**config.mk**
```make
export PLATFORM = sky130hd
export DESIGN_NAME = sram_port_arbiter
export DESIGN_NICKNAME = d
export VERILOG_FILES = /design/src/rtl/sram_arb_pkg.sv /design/src/rtl/rr_arbiter.sv /design/src/rtl/sram_port_arbiter.sv
export SDC_FILE = /design/constraint.sdc
export NUM_CORES = 1
export LEC_CHECK = 0
export CAP_MARGIN = 10
export CORE_MARGIN = 1.5
export CORE_UTILIZATION = 44
export CTS_CLUSTER_DIAMETER = 30
export CTS_CLUSTER_SIZE = 12
export DETAILED_ROUTE_END_ITERATION = 12
export PLACE_DENSITY_LB_ADDON = 0.05
export SLEW_MARGIN = 20
export SYNTH_ARGS = -nofsm -noshare
export SYNTH_HDL_FRONTEND = slang
export SYNTH_SLANG_ARGS = --single-unit
```
**constraint.sdc**
```tcl
create_clock -name i_clk -period 10.7 [get_ports i_clk]
set_clock_uncertainty 0.15 [all_clocks]
set_input_delay 3.21 -clock i_clk [delete_from_list [all_inputs] [get_ports i_clk]]
set_output_delay 3.21 -clock i_clk [all_outputs]
set_load 0.02 [all_outputs]
```
**src/rtl/sram_arb_pkg.sv**
```systemverilog
// sram_arb_pkg: constants and helpers shared by the SRAM port arbiter files
package sram_arb_pkg;
  localparam int SRAM_RD_LATENCY = 2;
  function automatic int idx_width(input int n);
    return (n > 1) ? $clog2(n) : 1;
  endfunction
endpackage

```
**src/rtl/rr_arbiter.sv**
```systemverilog
// rr_arbiter: combinational round-robin pick starting after last_grant, with lock override
module rr_arbiter import sram_arb_pkg::*; #(
  parameter int N  = 3,
  parameter int IW = idx_width(N)
) (
  input  logic [N-1:0]  i_req,
  input  logic          i_lock_valid,
  input  logic [IW-1:0] i_lock_idx,
  input  logic [IW-1:0] i_last_grant,
  output logic [N-1:0]  o_gnt,
  output logic [IW-1:0] o_idx
);
  logic [IW:0] w_dist;
  logic [IW:0] w_best;
  always_comb begin
    o_gnt  = '0;
    o_idx  = '0;
    w_dist = '0;
    w_best = (IW+1)'(N);
    // distance 0 is the slot right after last_grant; the nearest requester wins
    for (int j = 0; j < N; j++) begin
      w_dist = (IW+1)'((j + 2*N - 1 - int'(i_last_grant)) % N);
      if (i_req[j] && w_dist < w_best) begin
        w_best = w_dist;
        o_idx  = IW'(j);
      end
    end
    if (i_lock_valid && i_req[i_lock_idx]) o_idx = i_lock_idx;
    if (|i_req) o_gnt[o_idx] = 1'b1;
  end
endmodule

```
**src/rtl/sram_port_arbiter.sv**
```systemverilog
// sram_port_arbiter: shares one SRAM port between requesters with round-robin, lock and tagged read return
module sram_port_arbiter import sram_arb_pkg::*; #(
  parameter int NUM_REQ    = 3,
  parameter int ADDR_WIDTH = 6,
  parameter int DATA_WIDTH = 8
) (
  input  logic                          i_clk,
  input  logic                          i_rst_n,
  input  logic [NUM_REQ-1:0]            i_req,
  input  logic [NUM_REQ-1:0]            i_we,
  input  logic [NUM_REQ-1:0]            i_lock,
  input  logic [NUM_REQ*ADDR_WIDTH-1:0] i_addr,
  input  logic [NUM_REQ*DATA_WIDTH-1:0] i_wdata,
  output logic [NUM_REQ-1:0]            o_gnt,
  output logic [NUM_REQ-1:0]            o_rvalid,
  output logic [DATA_WIDTH-1:0]         o_rdata,
  output logic                          o_mem_we,
  output logic [ADDR_WIDTH-1:0]         o_mem_addr,
  output logic [DATA_WIDTH-1:0]         o_mem_data,
  input  logic [DATA_WIDTH-1:0]         i_mem_q
);
  localparam int IW = idx_width(NUM_REQ);
  logic [NUM_REQ-1:0] w_gnt;
  logic [IW-1:0]      w_idx;
  logic               w_acc;
  logic [IW-1:0]      r_last;
  logic [IW-1:0]      r_lock_idx;
  logic               r_lock_valid;
  logic               r_tv [SRAM_RD_LATENCY];
  logic [IW-1:0]      r_ti [SRAM_RD_LATENCY];
  rr_arbiter #(.N(NUM_REQ), .IW(IW)) u_rr (
    .i_req        (i_req),
    .i_lock_valid (r_lock_valid),
    .i_lock_idx   (r_lock_idx),
    .i_last_grant (r_last),
    .o_gnt        (w_gnt),
    .o_idx        (w_idx)
  );
  assign o_gnt    = i_rst_n ? w_gnt : '0;
  assign w_acc    = |(o_gnt & i_req);
  assign o_rvalid = r_tv[SRAM_RD_LATENCY-1] ? NUM_REQ'(1) << r_ti[SRAM_RD_LATENCY-1] : '0;
  assign o_rdata  = i_mem_q;
  always_ff @(posedge i_clk) begin
    if (!i_rst_n) begin
      r_last       <= IW'(NUM_REQ-1);
      r_lock_valid <= 1'b0;
      r_lock_idx   <= '0;
      o_mem_we     <= 1'b0;
      o_mem_addr   <= '0;
      o_mem_data   <= '0;
      for (int i = 0; i < SRAM_RD_LATENCY; i++) begin
        r_tv[i] <= 1'b0;
        r_ti[i] <= '0;
      end
    end else begin
      r_lock_valid <= w_acc && i_lock[w_idx];
      o_mem_we     <= w_acc && i_we[w_idx];
      if (w_acc) begin
        r_last     <= w_idx;
        r_lock_idx <= w_idx;
        o_mem_addr <= i_addr[int'(w_idx)*ADDR_WIDTH +: ADDR_WIDTH];
        o_mem_data <= i_wdata[int'(w_idx)*DATA_WIDTH +: DATA_WIDTH];
      end
      // tag pipeline mirrors the SRAM read latency so rvalid lines up with mem_q
      r_tv[0] <= w_acc && !i_we[w_idx];
      r_ti[0] <= w_idx;
      for (int i = 1; i < SRAM_RD_LATENCY; i++) begin
        r_tv[i] <= r_tv[i-1];
        r_ti[i] <= r_ti[i-1];
      end
    end
  end
endmodule

```
==> results.md, run 1 <==
* Outcome: complete, no violations
* R2r setup slk at 5900 ps
* CTS sink count at 25
* Final ANT Viol Nets at 0
* Leakage at 1.05 nW
* Finished Core Util at between 60 and 70%
* Global-route wire length before repair at 7840 um
* Root buf cell: clkbuf_8
* Post-Syn Instances at 217
* Post-synth EDFFs at 0
* Fin area at 0.00262 mm2
* Average routed wire per standard cell at 15.5 um
* Max H-tree Level at 1
* Crit-path max cell delay at 630 ps
* Worst endpoint required time at around 7300 ps
* Pre-antenna DRT Iters at 4
* Clock-pin transition on the worst setup and hold timing paths at 80 ps
* Vias in the first global route at around 1700
* Cell with the most instances after synthesis: dfxtp_1
* Starting Density at 46.1%
* Pins Over Slew Limit at 0
* Final wirelength at ~5000 um
* Antenna Diode Count at 0
* Worst Setup Start Kind: input port
* Syn Nets at 291
* Fmax at 0.0973 GHz
* Synth top cells by count: dfxtp_1 (25), inv_1 (18), a21oi_1 (17), o21a_1 (15)
* CP arrival at ~6900 ps
* Met3 WL at between 300 and 400 um
* CTS tree: yes
* GRT Residual Overflow at 0
* Num rows at 23
* Share of cells above drive strength 1 at 6.16%
* Crit path capture type: primary output
* CTS buffer count at 3
* Top cells by area, synth: dfxtp_1 (27%), ha_1 (8.8%), a2111oi_0 (6.6%)
* WHS at 286 ps
* Worst path bufs/invs at 3
* Routed length on met1 at between 2000 and 2500 um
* RSZ-0062 raised after global routing: no
* Port Buf Inserts at 73
* Pwr per Cell Area at 317 mW/mm2
* Slew HR at 29.9%
* Cell area after placement at 0.00256 mm2
* Worst Max-Slew Pin Slew at roughly 1000 ps
* Die height at about 68 um
* IO Pins at 90
* Largest net degree at the start of global routing at 34
* Period minus WS final at 10280 ps
* Dpl ws at 214 ps
* Die W at between 60 and 70 um
* Critical-path top delay cell: clkdlybuf4s50_1
* Mapped cell area at 0.00186 mm2
* #FFs+latches synth at 25
* Gr usage total at a little over a fifth
* Initial DRC Count at about 130
* Metal2 WL at 2380 um
* Syn-to-layout area delta at 41.2%
* Fin worst setup slack at 423 ps
* DPL Wire Length at between 3000 and 4000 um
* Initial antenna violation count at 0
* Final period utilization at 96.0%
* Top-area cell type share of the netlist area at roughly 27%
* Synth warnings at 0
* Hold Crit Class: reg2reg
* Setup Fix Bufs, Post-CTS at 0
* Max Buffers Root-to-Sink at 2
* CP top delay family: simple AND/OR/NAND/NOR gates
* GP Congestion at 0.824
* Sequential area share after synthesis at a little over a quarter
* Post-CTS sizing at 0
* Worst-Skew Late Latency at 260 ps
* Setup TNS at 0 ps
* Synth async-reset ratio at 0%
* Worst VDD drop at 0.000222 V
* Dominant synthesized flop cell: dfxtp_1
* Post-Place Cells at 322
* Final Hold Fails at 0
* Total chip power at 0.832 mW
* CTS Hold Bufs at 0
* Maxcap violations at 0
* Kind of critical path: in2out
* DIE AREA at 0.00462 mm2
* Fin cells at 326
* Top layer in use: met4
* Final setup fails at 0
* Synth unique cells at 43
* Syn_area_per_cell at between 8 and 9 um2
* DRC viols at 0
* DR vias/cell at 5.72
* Core Footprint at 0.00403 mm2
* Cell accounting for the most synthesized area: dfxtp_1
* CP max FO at 5
* Fin nets at 351
* Critical Path, Cell by Cell: clkdlybuf4s50_1, and3_1, inv_1, ha_1, or3b_2, o31ai_4, mux2i_1, ha_1, o21ai_0, and2_1, or2_0, o21ai_1, o31ai_1, nor3_1, clkdlybuf4s50_1
* Via count at 1865
-- path summary, 6_finish.rpt --
path	startpoint	endpoint	depth (start not counted)
max	i_req[0]	o_gnt[0]	15
min	r_ti[0][0]	r_ti[0][2]	1
max reg2reg	r_last[0]	o_mem_addr[2]	14
min reg2reg	r_ti[0][0]	r_ti[0][2]	1
-- cells by family (layout without fill, tap and decap cells) --
logic type                 Yosys count  count (layout)  synth area share (%)
AOI/OAI and AO/OA                   93              93                  38.1
buffers and inverters               43             102                  11.5
DFF                                 25              25                  27.0
muxes                                4               4                  2.29
adders and majority gates           13              13                  8.76
and+or+nand+nor                     39              39                  12.4
-- area by class of cell --
class                   instances  area [um2]
flip-flops and latches         25         500
clock buffers                   4        45.0
repair buffers                 80         783
fillers                       375        1410
well taps                      50        62.6
inverters                      18        67.6
multi-input cells             149        1160
-- routing by layer --
metal	track usage [%]	vias up
met1	28.3	853
li1	-	937
met5	0	-
met2	37.0	71
met3	3.13	4
met4	6.50	0
-- layout by cell type, fill, tap and decap left out, drive strengths merged, types with 6 or more instances in the layout --
cell | Yosys | routed
clkdlybuf4s50 | 0 | 73
dfxtp | 25 | 25
inv | 18 | 18
a21oi | 17 | 17
o21a | 15 | 15
a2111oi | 14 | 14
o32ai | 14 | 14
a22o | 14 | 14
ha | 13 | 13
buf | 14 | 7
nor2 | 6 | 6
-- state kept, by name (all words and copies together), names as in the netlist --
register and count:
o_mem_addr 6, o_mem_data 8, o_mem_we 1, r_last 2, r_lock_idx 1, r_lock_valid 1, r_ti 4, r_tv 2
-- where the power goes --
part,internal [mW],switching (mW),total [mW]
combinational,0.290,0.334,0.624
sequential,0.131,0.0231,0.154
clock,0.0265,0.0274,0.0539
No activity file was read; power rests on OpenSTA's default activity.
==> inputs of run 2 (changes only) <==
clock period = 12.3 ns   (was 10.7 ns; I/O delays follow)
==> results.md, run 2 (synthesized netlist as in run 1, its figures left out) <==
* Pre-antenna DRT Iters at 4 (unchanged)
* Initial DRC Count at 147 (+16%)
* GP Congestion at 0.846 (+2.6%)
* Root buf cell: clkbuf_8
* CTS tree: yes
* Net switching fraction of the power at 46.2% (about the same)
* Worst endpoint required time at 8460 ps (+1120 ps)
* Average routed wire per standard cell at 15.2 um (-2.0%)
* Fin area at 0.00259 mm2 (-1.0%)
* Die height at 68.0 um (unchanged)
* Port Buf Inserts at 73 (unchanged)
* Fillers at 366 (-2.4%)
* Max H-tree Level at 1 (unchanged)
* Kind of critical path: in2out
* CTS buffer count at 3 (unchanged)
* DPL Wire Length at 3610 um (-2.7%)
* Setup TNS at 0 ps (unchanged)
* Initial antenna violation count at 0 (unchanged)
* Largest net degree at the start of global routing at 34 (unchanged)
* Biggest register: o_mem_data
* NetSw at 0.329 mW (-14%)
* Max Buffers Root-to-Sink at 2 (unchanged)
* Share of cells above drive strength 1 at 5.47% (-0.68 points)
* Via count at 1832 (-1.8%)
* Global-route wire length before repair at 7460 um (-4.8%)
* Antenna Diode Count at 0 (unchanged)
* DRC viols at 0 (unchanged)
* Starting Density at 46.1% (unchanged)
* Final setup fails at 0 (unchanged)
* CP max FO at 9 (+4)
* Commonest non-fill, non-tap cell in the layout: clkdlybuf4s50_1
* GRT Residual Overflow at 0 (unchanged)
* Final ANT Viol Nets at 0 (unchanged)
* Critical Path, Cell by Cell: clkdlybuf4s50_1, and3_1, inv_1, ha_1, or3b_2, o31ai_1, mux2i_1, ha_1, o21ai_0, and2_1, or2_0, o21ai_1, o31ai_1, nor3_1, clkdlybuf4s50_1
* Period minus WS final at 11800 ps
* Fin worst setup slack at 505 ps (+82.0 ps)
* Syn-to-layout area delta at 39.7%
* Sequential share of power at 18.8% (+0.3 points)
* Post-CTS sizing at 0 (unchanged)
* Core Footprint at 0.00403 mm2 (unchanged)
* Multi-input gate area at 0.00115 mm2 (-1.2%)
* Crit path capture type: primary output
* CTS sink count at 25 (unchanged)
* Worst Max-Slew Pin Slew at 1020 ps (-27.4 ps)
* Worst path bufs/invs at 3 (unchanged)
* Final wirelength at 4920 um (-2.6%)
* Fmax at 0.0848 GHz
* DR vias/cell at 5.65 (-1.2%)
* Vias in the first global route at 1635 (-5.5%)
* DIE AREA at 0.00462 mm2 (unchanged)
* Worst-Skew Late Latency at 260 ps (about the same)
* Outcome: complete, no violations
* Gate power share at 74.5% (-0.5 points)
* Final Hold Fails at 0 (unchanged)
* Critical-path top delay cell: clkdlybuf4s50_1
* Pins Over Slew Limit at 0 (unchanged)
* IO Pins at 90 (unchanged)
* Num rows at 23 (unchanged)
* Crit-path max cell delay at 630 ps (about the same)
* Biggest regs: o_mem_data x8, o_mem_addr x6, r_ti x4
* Clk pwr share at 6.8% (+0.3 points)
* CP arrival at 7960 ps (+1040 ps)
* Fin nets at 349 (-0.57%)
* Die W at 68.0 um (unchanged)
* RSZ-0062 raised after global routing: no
* Final period utilization at 95.9%
* Worst VDD drop at 0.000186 V (-16%)
* CP top delay family: buffers and inverters
* Number of flip-flops in the largest register at 8 (unchanged)
* Slew HR at 31.7% (+1.8 points)
* Total chip power at 0.712 mW (-14%)
* Worst Setup Start Kind: input port
* Pwr per Cell Area at 275 mW/mm2 (-14%)
* CTS Hold Bufs at 0 (unchanged)
* Gr usage total at 21.0% (-0.70 points)
* Highest-count cells in the layout ignoring fill and taps: clkdlybuf4s50_1 (73), dfxtp_1 (25), inv_1 (18)
* Leakage at 1.04 nW (-0.99%)
* Register area at 500 um2 (unchanged)
* Maxcap violations at 0 (unchanged)
* Dpl ws at 526 ps (+313 ps)
* Hold Crit Class: reg2reg
* Cell area after placement at 0.00255 mm2 (-0.59%)
* Setup Fix Bufs, Post-CTS at 0 (unchanged)
* Clock-pin transition on the worst setup and hold timing paths at 80 ps (about the same)
* Int Power at 0.383 mW (-14%)
==> run 2: cell count changes in the layout (fill, tap and decap cells not counted) <==
cell,change
buf_4,-2
clkbuf_1,-1
clkinv_2,+1
o31ai_1,+1
o31ai_4,-1
==> run 2: final timing paths <==
path,slack [ps],cells after the start,to,start
worst min-delay path,290,1,r_tv[0][1],r_tv[0][0]
worst min register to register,290,1,r_tv[0][1],r_tv[0][0]
worst max register to register,7230,14,o_mem_data[0],r_last[1]
worst max-delay path,500,15,o_gnt[0],i_req[0]
==> run 2: final cells by class <==
type	instances	share of cell area (%)
clock inverter	1	0.193
multi-input combinational	149	44.3
sequential	25	19.3
tap	50	2.41
inverter	18	2.60
clock buffer	3	1.59
timing repair buffer	78	29.6
==> run 2: metrics by stage <==
stage / cells / utilization [%] / hold WS [ps]
global route: 324 / 64.4 / 311
finish: 324 / 64.4 / 291
detailed placement: 320 / 63.2 / 273
global placement: 320 / 63.2 / 265
floorplan: 217 / - / 262
CTS: 324 / 64.4 / 294
==> run 2: per-layer routing <==
layer / vias up / wire [um] / global-route usage, %
li1: 926 / - / -
met1: 847 / 2360 / 28.1
met2: 55 / 2220 / 34.7
met3: 4 / 308 / 3.29
met4: 0 / 29 / 6.50
met5: - / 0 / 0
==> run 2: power by group through the flow <==
stage | Combinational, mW | Sequential [mW] | Clock [mW]
global placement | 0.528 | 0.134 | 0
global route | 0.583 | 0.138 | 0.0533
finish | 0.530 | 0.134 | 0.0481
CTS | 0.531 | 0.134 | 0.0491
detailed placement | 0.528 | 0.135 | 0
floorplan | 0.364 | 0.153 | 0
==> inputs of run 3 (changes only) <==
TNS_END_PERCENT = 5   (was default)
==> results of run 3 <==
Final layout, timing and power as in run 2 (identical DEF).
